## config.mk

```make
export PLATFORM = sky130hd
export DESIGN_NAME = enemy_motion_scheduler
export DESIGN_NICKNAME = d
export VERILOG_FILES = /design/src/rtl/enemy_motion_scheduler.sv
export SDC_FILE = /design/constraint.sdc
export NUM_CORES = 1
export LEC_CHECK = 0
export ABC_AREA = 1
export CORE_AREA = 3 3 125 127
export DETAILED_ROUTE_END_ITERATION = 10
export DIE_AREA = 0 0 128 130
export GPL_TIMING_DRIVEN = 0
export PLACE_DENSITY = 0.7
export SYNTH_ARGS = -nofsm -noshare
export SYNTH_HDL_FRONTEND = slang
export SYNTH_SLANG_ARGS = --single-unit
```

## constraint.sdc

```tcl
create_clock -name clk -period 3 [get_ports clk]
set_clock_uncertainty 0.15 [all_clocks]
set_input_delay 0.3 -clock clk [delete_from_list [all_inputs] [get_ports clk]]
set_output_delay 0.3 -clock clk [all_outputs]
set_load 0.03 [all_outputs]
```

## src/rtl/enemy_motion_scheduler.sv

```systemverilog
// rtl/enemy_motion_scheduler.sv - bouncing-enemy position scheduler, one shared update unit
//
// Purpose:
//   Holds the x/y centres and direction bits for N_ENEMY bouncing enemies.
//   A single bounce-and-step unit is time-shared across the enemies, one
//   enemy per clock. A sweep over all enemies starts once per game tick.
//   The game tick is a clock enable derived from clk by a wrapping counter.
//
// Ports:
//   clk          system clock
//   reset        synchronous, active-high
//   gamemenu     mode select: menu  ({menu,run,pause} = 100)
//   gamerun      mode select: run   (010)
//   gamepause    mode select: pause (001)
//   x_bus        packed x centres, enemy i in bits [10*i+9:10*i]
//   y_bus        packed y centres, same packing as x_bus
//   busy         high while a sweep is updating enemies
//   update_done  one-cycle pulse after the last enemy of a sweep is written

module enemy_motion_scheduler #(
  parameter int N_ENEMY  = 3,
  parameter int TICK_DIV = 100_000_000,
  parameter int STEP     = 20,
  parameter int HALF     = 10,
  parameter int X_MIN    = 15,
  parameter int X_MAX    = 626,
  parameter int Y_MIN    = 15,
  parameter int Y_MAX    = 466,
  parameter logic [10*N_ENEMY-1:0] INIT_X = {10'd200, 10'd450, 10'd300},
  parameter logic [10*N_ENEMY-1:0] INIT_Y = {10'd300, 10'd100, 10'd200}
) (
  input  logic                   clk,
  input  logic                   reset,
  input  logic                   gamemenu,
  input  logic                   gamerun,
  input  logic                   gamepause,
  output logic [10*N_ENEMY-1:0]  x_bus,
  output logic [10*N_ENEMY-1:0]  y_bus,
  output logic                   busy,
  output logic                   update_done
);

  localparam int CNT_W = (TICK_DIV > 1) ? $clog2(TICK_DIV) : 1;
  localparam int IDX_W = (N_ENEMY > 1) ? $clog2(N_ENEMY) : 1;

  localparam logic [CNT_W-1:0] CNT_LAST = CNT_W'(TICK_DIV - 1);
  localparam logic [IDX_W-1:0] IDX_LAST = IDX_W'(N_ENEMY - 1);

  // Wall test arithmetic is done in 12-bit signed so x-HALF never wraps.
  localparam logic signed [11:0] STEP_S  = 12'(STEP);
  localparam logic signed [11:0] HALF_S  = 12'(HALF);
  localparam logic signed [11:0] X_MIN_S = 12'(X_MIN);
  localparam logic signed [11:0] X_MAX_S = 12'(X_MAX);
  localparam logic signed [11:0] Y_MIN_S = 12'(Y_MIN);
  localparam logic signed [11:0] Y_MAX_S = 12'(Y_MAX);

  typedef enum logic [1:0] {
    S_IDLE,
    S_SWEEP,
    S_DONE
  } state_t;

  state_t           state;
  logic [CNT_W-1:0] tick_cnt;
  logic [IDX_W-1:0] idx;
  logic             pending;

  logic [9:0] x_q   [N_ENEMY];
  logic [9:0] y_q   [N_ENEMY];
  logic       dir_x [N_ENEMY];   // 1 = positive direction
  logic       dir_y [N_ENEMY];

  logic [2:0] mode;
  logic       mode_menu;
  logic       mode_run;
  logic       tick;

  logic [9:0] nxt_x;
  logic [9:0] nxt_y;
  logic       nxt_dx;
  logic       nxt_dy;

  assign mode      = {gamemenu, gamerun, gamepause};
  assign mode_menu = (mode == 3'b100);
  assign mode_run  = (mode == 3'b010);
  assign tick      = (tick_cnt == CNT_LAST);

  // Returns {new_dir, new_pos}. The direction is chosen first, then the step
  // is taken in the freshly chosen direction.
  function automatic logic [10:0] bounce(input logic [9:0] pos,
                                         input logic dir,
                                         input logic signed [11:0] lo,
                                         input logic signed [11:0] hi);
    logic signed [11:0] p;
    logic               d;
    p = $signed({2'b00, pos});
    d = dir;
    if (p + HALF_S > hi)
      d = 1'b0;
    else if (p - HALF_S < lo)
      d = 1'b1;
    return {d, 10'(d ? (p + STEP_S) : (p - STEP_S))};
  endfunction

  // Shared update unit, always looking at the enemy selected by idx.
  always_comb begin
    nxt_x  = '0;
    nxt_y  = '0;
    nxt_dx = 1'b0;
    nxt_dy = 1'b0;
    {nxt_dx, nxt_x} = bounce(x_q[idx], dir_x[idx], X_MIN_S, X_MAX_S);
    {nxt_dy, nxt_y} = bounce(y_q[idx], dir_y[idx], Y_MIN_S, Y_MAX_S);
  end

  always_ff @(posedge clk) begin
    if (reset || mode_menu) begin
      // Menu behaves as a continuous reinit, so it also aborts a sweep.
      for (int i = 0; i < N_ENEMY; i++) begin
        x_q[i]   <= INIT_X[10*i +: 10];
        y_q[i]   <= INIT_Y[10*i +: 10];
        dir_x[i] <= 1'b1;
        dir_y[i] <= 1'b1;
      end
      tick_cnt    <= '0;
      state       <= S_IDLE;
      idx         <= '0;
      pending     <= 1'b0;
      busy        <= 1'b0;
      update_done <= 1'b0;
    end else begin
      // The tick counter free-runs in run, pause and illegal modes.
      tick_cnt    <= tick ? '0 : tick_cnt + 1'b1;
      update_done <= 1'b0;

      case (state)
        S_IDLE: begin
          // Mode is only consulted here; a started sweep always completes.
          if (mode_run && (tick || pending)) begin
            state   <= S_SWEEP;
            idx     <= '0;
            pending <= 1'b0;
            busy    <= 1'b1;
          end
        end

        S_SWEEP: begin
          x_q[idx]   <= nxt_x;
          y_q[idx]   <= nxt_y;
          dir_x[idx] <= nxt_dx;
          dir_y[idx] <= nxt_dy;
          // A tick arriving mid-sweep is remembered once; extra ticks drop.
          if (tick && mode_run)
            pending <= 1'b1;
          if (idx == IDX_LAST) begin
            state       <= S_DONE;
            busy        <= 1'b0;
            update_done <= 1'b1;
          end else begin
            idx <= idx + 1'b1;
          end
        end

        S_DONE: begin
          if (tick && mode_run)
            pending <= 1'b1;
          state <= S_IDLE;
        end

        default: begin
          state <= S_IDLE;
          busy  <= 1'b0;
        end
      endcase
    end
  end

  for (genvar gi = 0; gi < N_ENEMY; gi++) begin : g_bus
    assign x_bus[10*gi +: 10] = x_q[gi];
    assign y_bus[10*gi +: 10] = y_q[gi];
  end

endmodule

```

; Word-level counts from Yosys, hierarchy flattened
; Memory sizes are Yosys's and may differ from the RTL's. A register that Yosys moved wholly into a read port is not among the register bits.
; Cells that the tools add are included.
; W data, S select, Z words.
[totals]
ff_bits = 34
latchBits = 0
ram_bits = 66
mem_bits_ro = 0
out_inout_bits = 62
wordCells = 98
n_memories = 4
[op_classes]
n_addsub = 10
n_mul = 0
div = 0
magnitude_cmp = 4
n_eq_ne = 10
n_shift = 0
muxes = 44
n_bitwise = 2
n_reduce_logical = 18
[memory_table]
columns = memory, words, word_bits, read_ports, rd_clocked_by_memory_dff, write_ports, line_no
row1 = x_q, 3, 10, 4, 1, 3, 68  ; logic [9:0] x_q [N_ENEMY];
row2 = y_q, 3, 10, 4, 1, 3, 69  ; logic [9:0] y_q [N_ENEMY];
row3 = dir_x, 3, 1, 1, 1, 3, 70  ; logic dir_x [N_ENEMY];
row4 = dir_y, 3, 1, 1, 1, 3, 71  ; logic dir_y [N_ENEMY];
[ops]
columns = operator, count
row1 = $mux W10, 4
row2 = $mux W2, 16
row3 = $add A27 B1 Y27 const B, 1
row4 = $eq A27 B27 Y1 const B, 1
row5 = $add A10 B4 Y11 const B, 2
row6 = $lt A11 B5 Y1 const B, 2
row7 = $sub A10 B4 Y11 const B, 2
row8 = $add A10 B5 Y10 const B, 2
row9 = $mux W1, 20
row10 = $reduce_or A10 Y1, 2
row11 = $sub A10 B5 Y10 const B, 2
row12 = $gt A11 B10 Y1 const B, 1
row13 = $gt A11 B9 Y1 const B, 1
row14 = $reduce_and A3 Y1, 3
row15 = $pmux W2 S2, 2
row16 = $ne A2 B2 Y1 const B, 3
row17 = $reduce_or A2 Y1, 3
row18 = $eq A2 B2 Y1 const B, 2
row19 = $reduce_bool A2 Y1, 2
row20 = $eq A3 B2 Y1 const B, 1
row21 = $eq A3 B3 Y1 const B, 1
row22 = $pmux W1 S3, 1
row23 = $add A2 B1 Y2 const B, 1
row24 = $eq A2 B1 Y1 const B, 1
row25 = other kinds (8), 12

; Longest topological paths before layout
; Gate-level depths: netlist (run 1).
[logic_depth]
depth_word = 7
depth_mapped = 27
ltp_nobuf = 26

; Least setup slack after synthesis (run 1)
; Ideal clock, no wire load.
[synth_timing]
path_type = flip-flop to flip-flop
start = mem y_q[1][2]
end = mem y_q[0][9], data pin
t_arrival_ns = 2.949
required_time_ns = 2.591
setup_slack_ns = -0.358
stages_incl_launch_ff = 26
path_buffers = 0
synth_period_minus_slack_ns = 3.358
cell_sequence = edfxtp_1 -> nand2_1 -> nand3_1 -> nand2_2 -> inv_1 -> ha_1 -> inv_1 -> nand2_1 -> nand2_1 -> nand2_1 -> nand2_1 -> nand2_1 -> nand3_1 -> nand3_4 -> ha_1 -> nand2_1 -> inv_1 -> nand3_1 -> o211ai_1 -> nand2_1 -> nand2_1 -> nand2_1 -> nand2_1 -> inv_1 -> nand2_2 -> a21oi_1
[synth_rtl]
columns = element, line_no
row1 = from (decl), 69

==> results of run 1 <==
==> registers in the layout (all words and copies together), names as in the netlist, named ones only <==
register / cells
x_q: 40
y_q: 40
update_done: 1
busy: 1
state: 2
dir_y: 4
tick_cnt: 27
idx: 2
pending: 1
dir_x: 4
==> metal layers <==
layer / wire length (um) / share of wire / track usage / up-vias
met5: 0 / 0 / 0 / -
met4: 601 / 0.033 / 0.08677 / 0
met3: 1344 / 0.074 / 0.04871 / 48
met2: 8874 / 0.49 / 0.3672 / 229
met1: 7449 / 0.41 / 0.2656 / 2723
li1: - / - / - / 2846
==> worst reg2reg max path: cells and delay by family (launching register included) <==
kind	cells	cell delay, ps
AND/OR/NAND/NOR	14	1260
buffers and inverters	6	650
flip-flops	1	450
adder cells (fa/ha/maj)	1	330
AO/OA/AOI/OAI	2	310
multiplexers	1	190
==> cell type report <==
type,count,area share
clock buffer,17,0.04661
clock inverter,15,0.01961
inverter,107,0.04853
multi-input combinational,531,0.3471
tap,184,0.02523
sequential,124,0.3624
timing repair buffer,122,0.1248
timing repair inverter,2,0.001645
buffer,21,0.02413
==> cells in the mapped netlist, drive strengths merged, types with 4 or more instances <==
master  count  area [sq um]
o21ai      18         97.59
ha         24         300.3
edfxtp     82          2462
nor4        5         37.53
nor2       95         361.6
nor3       18         95.09
buf        18         123.9
a31oi       4         25.02
nand4      11         75.07
nand3      62         335.3
o21a        4         30.03
dfxtp      42         840.8
a22oi       4         30.03
nand2     214         823.3
xor2       14         122.6
a21oi      36         180.2
inv       104         390.4
==> final timing paths <==
| check | startpoint | endpoint | slack, ps | cells after the start |
|---|---|---|---|---|
| worst max register to register | flop | y_q[0][9] | -600 | 24 |
| worst min-delay path | tick_cnt[0] | tick_cnt[0] | 300 | 1 |
| worst min register to register | tick_cnt[0] | tick_cnt[0] | 300 | 1 |
| worst max-delay path | flop | y_q[0][9] | -600 | 24 |
==> power breakdown <==
group	switching [mW]	total, mW	leakage [nW]	internal, mW
Clock	0.728	2.10	0.291	1.37
Combinational	4.34	7.43	2.27	3.09
Sequential	0.0745	2.25	1.10	2.17
==> metrics by stage <==
stage / std cells / TNS (ps) / cell area [sq um] / hold WS (ps) / utilization
2_1_floorplan: 782 / -2145 / 6770 / 267.6 / -
3_3_place_gp: 1032 / -83980 / 7661 / 281.3 / 0.5271
3_5_place_dp: 1033 / -63330 / 7691 / 289.2 / 0.5292
4_1_cts: 1099 / -10890 / 8712 / 301.8 / 0.5994
5_1_grt: 1123 / -23420 / 9126 / 317.5 / 0.6279
6_report: 1123 / -15640 / 9126 / 297.2 / 0.6279
==> placed cells by master, fill, tap and decap left out, types with 9 or more instances in the layout <==
master,Yosys,final
buf_4,6,55
inv_2,3,16
xor2_1,14,12
clkdlybuf4s50_1,0,66
ha_4,0,12
nand2_1,206,183
nand3_1,60,48
nor2_1,93,87
ha_1,24,11
clkinvlp_4,0,9
inv_1,101,79
dfxtp_1,42,41
nor3_1,17,17
edfxtp_1,82,82
nand2_2,8,25
nand4_1,10,10
clkbuf_16,0,18
nand3_2,0,11
o21ai_0,15,13
a21oi_1,36,28
==> kinds of logic after synthesis <==
logic type	synth area share
DFF	0.5041
muxes	0.002100
buffers and inverters	0.08191
AOI/OAI and AO/OA	0.06740
xor gates and xnor gates	0.02139
adders and majority gates	0.05194
and+or+nand+nor	0.2711
==> what timing repair did <==
action / in CTS / in global routing
hold endpoints to repair: 0 / 0
buffers inserted: 31 / 23
hold buffers: 0 / 0
pin swaps: 23 / 43
cloned: 3 / 1
resized for setup: 50 / 63
endpoints found under the setup margin: 115 / 85
==> flow_metrics.env, run 1 <==
export IMPL_clockRootBuffer="clkbuf_16"
export IMPL_regArea_sq_mm=0.003307
export IMPL_clock_fmax_mhz=278.0
export IMPL_worstSetupPathType="flop to flop"
export IMPL_vias_per_cell=5.206
export IMPL_leakagePower_nw=3.660
export IMPL_drc=0
export IMPL_rsz0062_at_grt="true"
export IMPL_syn_area_per_cell_sq_um=8.379
export IMPL_ys_ff_latch=124
export IMPL_slowest_delay_ps=450
export IMPL_ys_async_sr_fraction=0
export IMPL_tightest_slew_ps=690.2
export IMPL_drive_above_1_share=0.2386
export IMPL_grt_overflow_total=0
export IMPL_fin_crit_sh=1.199
export IMPL_avgRoutedWirePerCell_um=16.27
export IMPL_multi_input_area_sq_mm=0.003168
export IMPL_die_h_um=130
export IMPL_htreeDepth=4
export IMPL_grt_usage=0.2152
export IMPL_netlist_area_sq_mm=0.006553
export IMPL_clock_sinks=124
export IMPL_hold_viol=0
export IMPL_critPathTopFamily="simple AND/OR/NAND/NOR gates"
export IMPL_cap_viol_max_count=0
export IMPL_grt_pass1_wl_um=27390
export IMPL_cp_slowest_cell="dfxtp_4"
export IMPL_clockBufferDepth=2
export IMPL_critPathArrivalTime_ps=3610
export IMPL_numCtsBuffers=17
export IMPL_cts_tree="yes"
export IMPL_diodes=0
export IMPL_worstSkewPairLatency_ps=420
export IMPL_io_buffers=66
export IMPL_slew_headroom=0.5399
export IMPL_fillers=1201
export IMPL_ys_warn_count=0
export IMPL_antenna_found_initial=0
export IMPL_hp_class="flop to flop"
export IMPL_crit_path_max_fanout=10
export IMPL_grt_max_degree=21
export IMPL_wl_um=18270
export IMPL_final_max_slew_viol_count=0
export IMPL_crit_chain="inv_6, buf_12, buf_12, nand2_2, nand2_2, mux2i_4, buf_4, nor2_4, nand4_1, nor2_1, nor2_2, nand3_4, ha_4, nand2_1, inv_2, nand3_1, o211ai_1, nand2_1, nand2_1, nand2_1, nand2_2, inv_2, nand2_4, a21oi_1"
export IMPL_gp_congestion=0.9052
export IMPL_start_kind="flop"
export IMPL_worstPathRequired_ps=3010
export IMPL_synth_net_count=813
export IMPL_core_sq_mm=0.01453
export IMPL_areaGrowthSynthToFinish_pct=39.28
export IMPL_crit_path_end_kind="flop"
export IMPL_io_pins=67
export IMPL_ys_seq_area_frac=0.5041
export IMPL_synth_cell_type_count=44
export IMPL_vias=5846
export IMPL_die_area_sq_mm=0.01664
export IMPL_total_power_mw=11.77
export IMPL_synth_cells=782
export IMPL_status="finished with violations"
export IMPL_fin_crit_ps=3597
export IMPL_crit_top_cell="nand2_1"
export IMPL_ys_flop_type="edfxtp_1"
export IMPL_worst_slack_ps=-597.4
export IMPL_hpwl_um=11570
export IMPL_rows=44
export IMPL_clkTransAtPathRegs_ps=60
export IMPL_crit_buf_inv=6
export IMPL_nNetsFinal=957
export IMPL_pre_cts_ws_ps=-868.6
export IMPL_synth_edf_count=82
export IMPL_first_pass_iters=5
export IMPL_max_vdd_ir_drop_uv=583.3
export IMPL_setup_violations=48
export IMPL_drt_antenna_violating_nets=0
export IMPL_violations="negative setup slack"
export IMPL_grt_pass1_vias=5423
export IMPL_powerDensity_mw_per_mm2=1290
export IMPL_die_w_um=128
export IMPL_initial_utilization=0.4508
export IMPL_drt_iter0_markers=510
No activity file was read; power rests on OpenSTA's default activity.
==> run 2: changes to the inputs <==
- CORE_AREA: 3 3 125 127 -> 3 3 175 92
- CTS_CLUSTER_DIAMETER: default -> 100
- DIE_AREA: 0 0 128 130 -> 0 0 178 95
==> run 2 against run 1 <==
  * Largest power group unchanged
  * Highest routed layer unchanged
  * Critical path type unchanged
  * The flow still finishes with violations (negative setup slack)
  * Utilization up 1.0 points
  * Global-route usage up 0.99 points
  * Combinational power up 7.4%
  * Clock-buffer cell count up 7
  * Sequential cell count unchanged
==> flow_metrics.env, run 2 (same netlist as run 1, synthesis figures left out) <==
export IMPL_pre_cts_ws_ps=-962.0
export IMPL_hold_viol=0
export IMPL_max_vdd_ir_drop_uv=675.6
export IMPL_die_h_um=95
export IMPL_die_area_sq_mm=0.01691
export IMPL_crit_chain="inv_8, buf_16, buf_12, nand2_2, nand3_1, nand2_2, inv_2, nand2_1, nand4_1, nor2_1, nand3_1, nand2_2, nand3_4, buf_6, buf_6, fa_2, nand3_2, nand2_2, a21oi_2, o21bai_1, xor2_1, inv_1, nor2_1"
export IMPL_tightest_slew_ps=888.2
export IMPL_areaGrowthSynthToFinish_pct=40.88
export IMPL_cts_tree="yes"
export IMPL_core_sq_mm=0.01447
export IMPL_drt_iter0_markers=487
export IMPL_gp_congestion=0.8947
export IMPL_initial_utilization=0.4529
export IMPL_crit_path_max_fanout=7
export IMPL_diodes=0
export IMPL_grt_pass1_vias=5633
export IMPL_io_buffers=66
export IMPL_total_power_mw=12.20
export IMPL_clock_fmax_mhz=277.6
export IMPL_fillers=1128
export IMPL_cp_slowest_cell="dfxtp_4"
export IMPL_grt_usage=0.2251
export IMPL_nNetsFinal=962
export IMPL_io_pins=67
export IMPL_hp_class="flop to flop"
export IMPL_die_w_um=178
export IMPL_status="finished with violations"
export IMPL_clkTransAtPathRegs_ps=50
export IMPL_clockRootBuffer="clkbuf_16"
export IMPL_numCtsBuffers=17
export IMPL_crit_path_end_kind="flop"
export IMPL_htreeDepth=4
export IMPL_worstSkewPairLatency_ps=420
export IMPL_worstPathRequired_ps=2990
export IMPL_drive_above_1_share=0.2585
export IMPL_vias=6002
export IMPL_critPathTopFamily="simple AND/OR/NAND/NOR gates"
export IMPL_cap_viol_max_count=0
export IMPL_slowest_delay_ps=440
export IMPL_fin_crit_sh=1.201
export IMPL_critPathArrivalTime_ps=3590
export IMPL_grt_pass1_wl_um=28900
export IMPL_setup_violations=54
export IMPL_hpwl_um=11840
export IMPL_worst_slack_ps=-602.8
export IMPL_crit_top_cell="nand2_2"
export IMPL_first_pass_iters=8
export IMPL_worstSetupPathType="flop to flop"
export IMPL_fin_crit_ps=3603
export IMPL_grt_overflow_total=0
export IMPL_grt_max_degree=21
export IMPL_final_common_cell="nand2_1"
export IMPL_setup_tns_ps=-19650
export IMPL_drc=0
export IMPL_clock_sinks=124
export IMPL_start_kind="flop"
export IMPL_wl_um=19270
export IMPL_crit_buf_inv=7
export IMPL_powerDensity_mw_per_mm2=1322
export IMPL_clockBufferDepth=2
export IMPL_leakagePower_nw=3.705
export IMPL_rows=31
export IMPL_final_cell_mix="nand2_1 (175), nor2_1 (87), edfxtp_1 (82)"
export IMPL_final_max_slew_viol_count=0
export IMPL_rsz0062_at_grt="true"
export IMPL_drt_antenna_violating_nets=0
export IMPL_vias_per_cell=5.256
export IMPL_antenna_found_initial=0
export IMPL_slew_headroom=0.4079
export IMPL_reg_top3="x_q (40), y_q (40), tick_cnt (27)"
export IMPL_violations="negative setup slack"
export IMPL_avgRoutedWirePerCell_um=16.87
## run 2: final cells by class
class / count / area, sq um / area share
well taps: 198 / 247.7 / 0.02684
repair buffers: 128 / 1226 / 0.1328
repair inverters: 2 / 15.01 / 0.001626
multi-input cells: 530 / 3194 / 0.3460
plain buffers: 21 / 227.7 / 0.02467
inverters: 107 / 442.9 / 0.04798
flip-flops and latches: 124 / 3307 / 0.3582
clock buffers: 24 / 516.7 / 0.05598
clock inverters: 8 / 53.80 / 0.005828
## run 2: worst paths after layout
check / end / from / cells past startpoint / slack [ps]
max: y_q[1][8] / flop / 23 / -600
min: tick_cnt[0] / tick_cnt[0] / 1 / 300
max reg2reg: y_q[1][8] / flop / 23 / -600
min reg2reg: tick_cnt[0] / tick_cnt[0] / 1 / 300
## run 2: worst reg2reg max path: cells and delay by family, from the launching register on
kind	cells	cell delay, ps
AOI/OAI and AO/OA	2	260
and+or+nand+nor	12	1170
adders and majority gates	1	370
buffers and inverters	7	760
DFF	1	440
xor gates and xnor gates	1	180
## run 2: timing repair
item,in CTS,in global routing
gates resized for setup,92,39
hold buffers,0,0
setup endpoints to repair,115,113
buffers inserted,38,20
cloned,4,1
endpoints found under the hold margin,0,0
pin swaps,29,39
## run 2: per-layer routing
metal / GRT usage / routed length, um / share of wire / up-vias
li1: - / - / - / 2864
met1: 0.2805 / 7720 / 0.40 / 2802
met2: 0.3712 / 8930 / 0.46 / 277
met3: 0.05703 / 1903 / 0.099 / 59
met4: 0.1038 / 712 / 0.037 / 0
met5: 0 / 0 / 0 / -
## run 2: report_power, final
group / internal, mW / total, mW / switching, mW
combinational: 3.48 / 7.98 / 4.50
clock: 1.20 / 1.97 / 0.768
sequential: 2.17 / 2.25 / 0.0744
total: 6.85 / 12.2 / 5.35
## run 2: stage by stage
step / cells / area [sq um] / utilization / hold slack [ps]
6_report: 1142 / 9231 / 0.6381 / 295.5
5_1_grt: 1142 / 9231 / 0.6381 / 316.3
4_1_cts: 1121 / 8915 / 0.6162 / 297.6
3_5_place_dp: 1047 / 7696 / 0.5320 / 285.6
3_3_place_gp: 1046 / 7679 / 0.5307 / 283.3
2_1_floorplan: 782 / 6770 / - / 267.6
